## config.mk

```make
export PLATFORM = sky130hd
export DESIGN_NAME = hazard_scoreboard
export DESIGN_NICKNAME = d
export VERILOG_FILES = /design/src/rtl/hazard_scoreboard.sv
export SDC_FILE = /design/constraint.sdc
export NUM_CORES = 1
export LEC_CHECK = 0
export ABC_AREA = 1
export CAP_MARGIN = 30
export CORE_ASPECT_RATIO = 0.7
export CORE_MARGIN = 2
export CORE_UTILIZATION = 25
export CTS_BUF_LIST = sky130_fd_sc_hd__clkbuf_8
export DETAILED_ROUTE_END_ITERATION = 8
export PLACE_DENSITY = 0.45
export SYNTH_ARGS = -nofsm -noshare
export SYNTH_HDL_FRONTEND = slang
export SYNTH_SLANG_ARGS = --single-unit
```

## constraint.sdc

```tcl
create_clock -name clock -period 3.4 [get_ports clock]
set_input_delay 0.85 -clock clock [delete_from_list [all_inputs] [get_ports clock]]
set_output_delay 0.85 -clock clock [all_outputs]
set_load 0.02 [all_outputs]
```

## src/rtl/hazard_scoreboard.sv

```systemverilog
// hazard_scoreboard: per-register pending-load scoreboard for an in-order pipeline.
// Tracks outstanding long-latency loads and flags read-after-write hazards and
// pending-capacity stalls for the instruction in decode. A writeback in the
// current cycle bypasses its register. Stall length and writeback misuse are
// also reported.
module hazard_scoreboard #(
  parameter int CORE            = 0,
  parameter int REG_BITS        = 5,
  parameter int MAX_PENDING     = 4,
  parameter int STALL_TIMEOUT   = 255,
  parameter int SCAN_CYCLES_MIN = 0,
  parameter int SCAN_CYCLES_MAX = 1000,
  localparam int REG_COUNT      = 2 ** REG_BITS,
  localparam int CNT_W          = $clog2(MAX_PENDING + 1)
) (
  input  logic                 clock,
  input  logic                 reset,
  input  logic                 issue_valid,
  input  logic                 issue_load,
  input  logic [REG_BITS-1:0]  issue_rd,
  input  logic [REG_BITS-1:0]  rs1,
  input  logic [REG_BITS-1:0]  rs2,
  input  logic                 rs1_used,
  input  logic                 rs2_used,
  input  logic                 wb_valid,
  input  logic [REG_BITS-1:0]  wb_rd,
  input  logic                 scan,
  output logic                 raw_hazard,
  output logic                 full_hazard,
  output logic                 stall,
  output logic [REG_COUNT-1:0] pending_mask,
  output logic [CNT_W-1:0]     pending_count,
  output logic [31:0]          stall_cycles,
  output logic                 stall_timeout,
  output logic                 wb_error
);

  logic [REG_COUNT-1:0] pending_r;
  logic [CNT_W-1:0]     count_r;
  logic [31:0]          stall_cycles_r;
  logic                 stall_timeout_r;
  logic                 wb_error_r;
  logic [31:0]          cycle_r;

  logic [REG_COUNT-1:0] wb_vec_s;
  logic [REG_COUNT-1:0] eff_pending_s;
  logic [REG_COUNT-1:0] set_vec_s;
  logic [REG_COUNT-1:0] pending_next_s;
  logic [CNT_W-1:0]     count_next_s;
  logic [31:0]          stall_cycles_next_s;
  logic                 clr_s;
  logic                 raw_s;
  logic                 full_s;
  logic                 stall_s;
  logic                 set_req_s;
  logic                 set_new_s;
  logic                 timeout_next_s;
  logic                 wb_error_next_s;

  // Hazard detection, acceptance and next-state computation for the scoreboard.
  always_comb begin
    wb_vec_s            = '0;
    set_vec_s           = '0;
    eff_pending_s       = '0;
    clr_s               = 1'b0;
    raw_s               = 1'b0;
    full_s              = 1'b0;
    stall_s             = 1'b0;
    set_req_s           = 1'b0;
    set_new_s           = 1'b0;
    pending_next_s      = pending_r;
    count_next_s        = count_r;
    stall_cycles_next_s = 32'd0;
    timeout_next_s      = stall_timeout_r;
    wb_error_next_s     = wb_error_r;

    if (wb_valid) begin
      wb_vec_s = REG_COUNT'(1'b1) << wb_rd;
    end else begin
      wb_vec_s = '0;
    end
    // x0 is never pending, so a writeback to x0 never counts as a clear.
    clr_s         = wb_valid & pending_r[wb_rd];
    eff_pending_s = pending_r & ~wb_vec_s;

    raw_s  = issue_valid & ((rs1_used & eff_pending_s[rs1]) | (rs2_used & eff_pending_s[rs2]));
    full_s = issue_valid & issue_load & (issue_rd != {REG_BITS{1'b0}}) &
             ((count_r - CNT_W'(clr_s)) == CNT_W'(MAX_PENDING));
    stall_s = raw_s | full_s;

    set_req_s = issue_valid & ~stall_s & issue_load & (issue_rd != {REG_BITS{1'b0}});
    // Re-issuing to a register that stays pending does not add to the count.
    set_new_s = set_req_s & ~eff_pending_s[issue_rd];
    if (set_req_s) begin
      set_vec_s = REG_COUNT'(1'b1) << issue_rd;
    end else begin
      set_vec_s = '0;
    end

    // Clear first, then set: a same-edge set and clear leaves the bit set.
    pending_next_s = (pending_r & ~wb_vec_s) | set_vec_s;
    count_next_s   = count_r + CNT_W'(set_new_s) - CNT_W'(clr_s);

    if (wb_valid & ~clr_s) begin
      wb_error_next_s = 1'b1;
    end else begin
      wb_error_next_s = wb_error_r;
    end

    if (stall_s) begin
      if (stall_cycles_r != 32'hFFFF_FFFF) begin
        stall_cycles_next_s = stall_cycles_r + 32'd1;
      end else begin
        stall_cycles_next_s = stall_cycles_r;
      end
      if (stall_cycles_next_s >= 32'(STALL_TIMEOUT)) begin
        timeout_next_s = 1'b1;
      end else begin
        timeout_next_s = stall_timeout_r;
      end
    end else begin
      stall_cycles_next_s = 32'd0;
      timeout_next_s      = stall_timeout_r;
    end
  end

  // Scoreboard, stall statistics, sticky flags and cycle counter registers.
  always_ff @(posedge clock or negedge reset) begin
    if (!reset) begin
      pending_r       <= '0;
      count_r         <= '0;
      stall_cycles_r  <= 32'd0;
      stall_timeout_r <= 1'b0;
      wb_error_r      <= 1'b0;
      cycle_r         <= 32'd0;
    end else begin
      pending_r       <= pending_next_s;
      count_r         <= count_next_s;
      stall_cycles_r  <= stall_cycles_next_s;
      stall_timeout_r <= timeout_next_s;
      wb_error_r      <= wb_error_next_s;
      cycle_r         <= cycle_r + 32'd1;
    end
  end

  assign raw_hazard    = raw_s;
  assign full_hazard   = full_s;
  assign stall         = stall_s;
  assign pending_mask  = pending_r;
  assign pending_count = count_r;
  assign stall_cycles  = stall_cycles_r;
  assign stall_timeout = stall_timeout_r;
  assign wb_error      = wb_error_r;

`ifndef SYNTHESIS
  // Debug trace of every input and output inside the configured cycle window.
  always_ff @(posedge clock) begin
    if (scan && ($signed({32'd0, cycle_r}) >= longint'(SCAN_CYCLES_MIN)) &&
        ($signed({32'd0, cycle_r}) <= longint'(SCAN_CYCLES_MAX))) begin
      $display("scan core=%0d cycle=%0d iv=%0b ild=%0b ird=%0d rs1=%0d/%0b rs2=%0d/%0b wb=%0b/%0d raw=%0b full=%0b stall=%0b mask=%0h cnt=%0d sc=%0d to=%0b wberr=%0b",
               CORE, cycle_r, issue_valid, issue_load, issue_rd, rs1, rs1_used, rs2, rs2_used,
               wb_valid, wb_rd, raw_s, full_s, stall_s, pending_r, count_r, stall_cycles_r,
               stall_timeout_r, wb_error_r);
    end else begin
    end
  end
`endif

endmodule
```

### Word-level counts from Yosys, hierarchy flattened

Index checks and enable logic that the tools add are counted.
W data, S select, Z words.

| word-level totals | value |
|---|---|
| register bits after elaboration | 69 |
| output and inout bits | 72 |
| input bits | 28 |
| word-level logic and storage cells | 53 |

| cells by class | value |
|---|---|
| bitwise logic cells | 20 |
| reductions and logical operators | 2 |
| shift operators | 2 |
| eq/ne operators | 2 |
| $add $sub $neg | 4 |
| magnitude comparators | 5 |
| muxes and demuxes | 13 |

Operators with widths:

| cell | count |
|---|---|
| $mux W32 | 5 |
| $shl A1 B5 Y32 const A | 2 |
| $add A32 B1 Y32 const B | 1 |
| $and A32 B32 Y32 | 1 |
| $ge A32 B8 Y1 const B | 1 |
| $ne A32 B32 Y1 const B | 1 |
| $not A32 Y32 | 1 |
| $or A32 B32 Y32 | 1 |
| $lt A5 B6 Y1 const B | 4 |
| $bmux W1 S5 | 4 |
| $and A1 B1 Y1 | 12 |
| $sub A3 B1 Y3 | 2 |
| $reduce_bool A5 Y1 | 1 |
| $mux W1 | 4 |
| $add A3 B1 Y3 | 1 |
| $eq A3 B3 Y1 const B | 1 |
| $not A1 Y1 | 3 |
| $or A1 B1 Y1 | 2 |
| $reduce_and A2 Y1 | 1 |

### Logic depth before layout (Yosys ltp)

| logic depth | value |
|---|---|
| depth after elaboration | 17 |
| mapped depth | 24 |
| depth with buffers taken out | 24 |

### Worst setup path after synthesis

Ideal clock, no wire load.

| timing | value |
|---|---|
| path kind | input to register |
| from | input wb_rd[1] |
| to | register count_r[2] (netlist: pending_count[2]) |
| arrival time | 4036 ps |
| data required time | 3269 ps |
| setup slack | -767 ps |
| cell stages on the path | 22 |
| path buffers | 0 |
| library setup time | 131 ps |
| cell sequence | inv_1 nand2_1 inv_1 a22o_1 o311ai_0 a21oi_1 a21oi_1 nor2_1 ha_1 nand3_1 o21bai_1 nor2_1 inv_1 nand2_2 nor2_1 nand2_1 ha_1 inv_1 ha_1 fa_1 xnor2_1 xor2_1 |

| on the way | value |
|---|---|
| elaborated cells between the ends (all ways) | 29 |
| classes of those cells | 3 x add/sub; 1 x eq/ne; 1 x shift; 9 x mux; 15 x bitwise |

RTL lines:

| item | RTL line | source |
|---|---|---|
| from (decl) | 26 | `input logic [REG_BITS-1:0] wb_rd,` |
| $bmux W1 S5 | 83 | `clr_s = wb_valid & pending_r[wb_rd];` |
| $mux W1 (implied by the code) | 83 |  |
| $and A1 B1 Y1 | 83 |  |
| $sub A3 B1 Y3 | 88 | `((count_r - CNT_W'(clr_s)) == CNT_W'(MAX_PENDING));` |
| $eq A3 B3 Y1 | 88 |  |
| $and A1 B1 Y1 | 87 | `full_s = issue_valid & issue_load & (issue_rd != {REG_BITS{1'b0}}) &` |
| named net full_hazard | 29 | `output logic full_hazard,` |
| $or A1 B1 Y1 | 89 | `stall_s = raw_s \| full_s;` |
| named net stall | 30 | `output logic stall,` |
| $not A1 Y1 | 91 | `set_req_s = issue_valid & ~stall_s & issue_load & (issue_rd != {REG_BITS{1'b0}});` |
| $and A1 B1 Y1 (3 in series) | 91 |  |
| $and A1 B1 Y1 | 93 | `set_new_s = set_req_s & ~eff_pending_s[issue_rd];` |
| $add A3 B1 Y3 | 102 | `count_next_s = count_r + CNT_W'(set_new_s) - CNT_W'(clr_s);` |
| $sub A3 B1 Y3 | 102 |  |
| named net count_next_s[2] | 49 | `logic [CNT_W-1:0] count_next_s;` |
| to (signal assigned) | 138 | `count_r <= count_next_s;` |
| to (decl) | 39 | `logic [CNT_W-1:0] count_r;` |

The timed path passes the listed nets, and every way through them passes these cells. The select of a mux whose other input is x is not followed.
A chain may end at the register's enable or synchronous reset.

### Worst setup path after layout

| timing | value |
|---|---|
| from | input wb_rd[1] |
| to | output stall |

| on the way | value |
|---|---|
| word-level cells in the longest chain between the ends | 10 |
| elaborated cells between the ends (all ways) | 19 |
| classes of those cells | 1 x add/sub; 1 x eq/ne; 1 x shift; 7 x mux; 9 x bitwise |

RTL lines:

| item | RTL line |
|---|---|
| branches (longest 9 deep; another with $sub A3 B1 Y3) | n/a |
| $or A1 B1 Y1 (*) | 89 |
| to (decl) | 30 |

Every way passes the cells marked *. The select of a mux whose other input is x is not followed.

==> results.json <==
{
  "count_of_pins_over_their_slew_limit": 0,
  "timing_hold_violations_final": 0,
  "die_area_um2": 22800,
  "violations": "setup timing",
  "status": "finished with violations",
  "drt_wl_total_mm": 25.0,
  "ys_async_sr_fraction": 1.00,
  "syn_inst": 819,
  "gp_congestion": 0.959,
  "netlist_area_um2": 5410,
  "grt_max_degree": 70,
  "period_minus_slack_ns": 3.66,
  "fillCellCount": 2225,
  "drt_pass_1_iters": 6,
  "netlist-cell-type-count": 38,
  "drt-initial-drc-count": 836,
  "gr-total-overflow": 0,
  "cts_tree": "done",
  "drtAntennaViolNets": 0,
  "yosys_most_used_dff": "sky130_fd_sc_hd__dfrtp_1",
  "syn_nets": 852,
  "setup-violations-final": 5,
  "post-route-util": 0.396,
  "routed-via-count": 6807,
  "floorplan.io_pins": 100,
  "final_hpwl_dp_mm": 20.0,
  "port-buffer-count": 98,
  "synth.top_cells.by_area": "sky130_fd_sc_hd__dfrtp_1 32%, sky130_fd_sc_hd__nand3_1 16%, sky130_fd_sc_hd__nand2_1 12%",
  "power.density_cell_area_nw_per_um2": 372,
  "synth.ff_latch_count": 69,
  "synth.largest_area_cell": "sky130_fd_sc_hd__dfrtp_1",
  "setup.worst_path.start_class": "primary input",
  "clk-insertion-delay-late_ns": 0.36,
  "rows": 44,
  "area_of_the_placeable_core_um2": 21000,
  "num-nets-final": 1084,
  "cpLargestDelayFamily": "compound AO/OA/AOI/OAI gates",
  "synth_most_common_cell": "sky130_fd_sc_hd__nand3_1",
  "height_of_the_die_um": 127,
  "cts_root_buf": "sky130_fd_sc_hd__clkbuf_8",
  "clkSinkCount": 69,
  "insertedDiodeCount": 0,
  "grt_pass1_vias": 6190,
  "worst-path-max-fanout": 7,
  "total_leakage_power_nw": 3.68,
  "cts_htree_levels": 3,
  "synth_top_cells_by_count": "175 x sky130_fd_sc_hd__nand3_1, 167 x sky130_fd_sc_hd__nand2_1, 103 x sky130_fd_sc_hd__nor2_1",
  "max_slew_margin": 0.405,
  "cts_max_path_buffers": 2,
  "cp_cell_sequence": "buf_4 > inv_1 > nand2_4 > inv_6 > a22o_1 > o311ai_1 > a21oi_1 > a21oi_2 > nor2_2 > ha_4 > nand3_2 > o21bai_4 > nor2_4 > inv_2 > nand2_4 > buf_6",
  "cts.reportedPaths.clkPinSlew_ns": 0.09,
  "drt-wirelength-per-cell_um": 18.8,
  "crit_required_ns": 2.55,
  "fin_skew_ns": 0.0129,
  "hold_ws_ns": 0.302,
  "setup_ws_ns": -0.258,
  "synthToLayoutAreaGrowth_pct": 53.8,
  "irDropWorstVdd_mv": 0.154,
  "die_width_um": 180,
  "viasPerCell": 5.11,
  "syn-mean-instance-area_um2": 6.60,
  "first_pass_grt_wire_length_mm": 37.5,
  "setup_tns_ns": -0.893,
  "cp.arrival_ns": 2.81,
  "hold_path.class": "primary input to asynchronous set/reset pin",
  "start_util": 0.258,
  "yosysSeqAreaShare": 0.319,
  "grt_setup_unrepaired": "true",
  "grtUsageTotal": 0.213,
  "layout.area.seq_um2": 1730,
  "yosys.area.top_type_share": 0.319,
  "worst_pin_slew_ns": 0.892,
  "yosys_warnings": 0,
  "cts-buffers-inserted": 9,
  "hold_buffers": 0,
  "cpMostUsedCell": "sky130_fd_sc_hd__nand2_4",
  "worst-setup-path-type": "primary input to output pin",
  "clock.fmax_mhz": 273,
  "cp.buffers_inverters": 5,
  "cpPeakStageDelay_ns": 0.26,
  "drt_drc_violations_left": 0,
  "antenna_found_initial": 0,
  "fin_crit_sh": 1.08,
  "post_route_cells_drive_above_1_share": 0.243,
  "multiInputGateArea_um2": 3370,
  "post_synth_edffs": 0,
  "cell_with_the_largest_stage_delay_on_the_worst_path": "sky130_fd_sc_hd__ha_4",
  "cap_viol_max_count": 0,
  "endpoint_kind": "output pin"
}
sequential cells by signal, indices dropped and copies added, names as in the netlist:
signal and count:
stall_cycles 32, stall_timeout 1, pending_mask 32, wb_error 1, pending_count 3
where the power goes:
group | switching [mW] | total (mW) | internal [mW]
clock | 0.350 | 0.782 | 0.432
sequential | 0.0949 | 1.01 | 0.911
combinational | 0.696 | 1.30 | 0.607
total | 1.14 | 3.09 | 1.95
placed cells by master (no fill, tap or decap), types with 10 or more instances in the layout:
cell / instances
sky130_fd_sc_hd__clkdlybuf4s50_1: 88
sky130_fd_sc_hd__nand3_2: 17
sky130_fd_sc_hd__inv_1: 69
sky130_fd_sc_hd__nand4_1: 50
sky130_fd_sc_hd__dfrtp_1: 69
sky130_fd_sc_hd__nor3_1: 23
sky130_fd_sc_hd__a22oi_1: 14
sky130_fd_sc_hd__nor2_1: 98
sky130_fd_sc_hd__clkbuf_8: 10
sky130_fd_sc_hd__nand2_1: 159
sky130_fd_sc_hd__buf_4: 149
sky130_fd_sc_hd__buf_6: 12
sky130_fd_sc_hd__o22ai_1: 12
sky130_fd_sc_hd__xor2_1: 21
sky130_fd_sc_hd__nand3_1: 158
worst paths after layout:
path	startpoint	endpoint	slack, ns	cells after the start
min in group clock	stall_timeout$_DFFE_PN0P_	stall_timeout$_DFFE_PN0P_	0.47	2
min	reset	stall_cycles[18]$_DFF_PN0_	0.30	1
max reg2reg	pending_mask[0]$_DFF_PN0_	pending_count[2]$_DFF_PN0_	0.19	19
min reg2reg	stall_timeout$_DFFE_PN0P_	stall_timeout$_DFFE_PN0P_	0.47	2
max	wb_rd[1]	stall	-0.26	16
max in group asynchronous	reset	stall_cycles[5]$_DFF_PN0_	2.53	2
worst register-to-register path: stages (launching register included):
cell and delay (ns):
sky130_fd_sc_hd__dfrtp_1 0.42, sky130_fd_sc_hd__a22o_1 0.24, sky130_fd_sc_hd__o311ai_1 0.25, sky130_fd_sc_hd__a21oi_1 0.12
sky130_fd_sc_hd__a21oi_2 0.15, sky130_fd_sc_hd__nor2_2 0.08, sky130_fd_sc_hd__ha_4 0.16, sky130_fd_sc_hd__buf_4 0.13
sky130_fd_sc_hd__o21bai_4 0.13, sky130_fd_sc_hd__nor2_4 0.05, sky130_fd_sc_hd__inv_2 0.07, sky130_fd_sc_hd__nand2_4 0.06
sky130_fd_sc_hd__nor2_2 0.07, sky130_fd_sc_hd__nand2_1 0.06, sky130_fd_sc_hd__ha_1 0.26, sky130_fd_sc_hd__inv_1 0.04
sky130_fd_sc_hd__ha_2 0.17, sky130_fd_sc_hd__fa_2 0.35, sky130_fd_sc_hd__xnor2_2 0.14, sky130_fd_sc_hd__xor2_1 0.17
what timing repair did:
item | in CTS | in global routing
gates cloned | 0 | 0
resized for setup | 70 | 32
pin swaps | 17 | 25
endpoints found under the setup margin | 41 | 5
buffers inserted | 6 | 3
cells by family after synthesis:
logic type / Yosys count / synth area share
compound gates: 53 / 0.0650
buf+inv: 122 / 0.0979
fa+ha+maj: 5 / 0.0130
simple gates: 542 / 0.459
flops: 69 / 0.319
xor+xnor: 28 / 0.0454
through the flow:
step | instances | cell area (µm²) | power [mW] | worst slack [ns]
after detailed placement | 1306 | 7750 | 2.23 | -1.36
after floorplan | 819 | 5430 | 1.53 | -0.386
after CTS | 1328 | 8130 | 3.07 | -0.343
final | 1332 | 8310 | 3.09 | -0.258
after global placement | 1306 | 7750 | 2.23 | -1.32
after global routing | 1332 | 8310 | 3.25 | -0.424
routing by layer:
metal | GRT usage | wire length, µm | share of wire
met1 | 0.347 | 12800 | 0.51
met2 | 0.275 | 9450 | 0.38
met3 | 0.0607 | 2610 | 0.10
met4 | 0.0258 | 148 | 0.0059
met5 | 0 | 0 | 0
area by class of cell:
cell class / count / share of cell area
Multi-Input combinational cell: 628 / 0.405
Inverter: 83 / 0.0396
Timing Repair Buffer: 260 / 0.279
Sequential cell: 69 / 0.208
Clock inverter: 6 / 0.0105
Clock buffer: 10 / 0.0166
Tap cell: 276 / 0.0415
No activity file was read; power rests on OpenSTA's default activity.
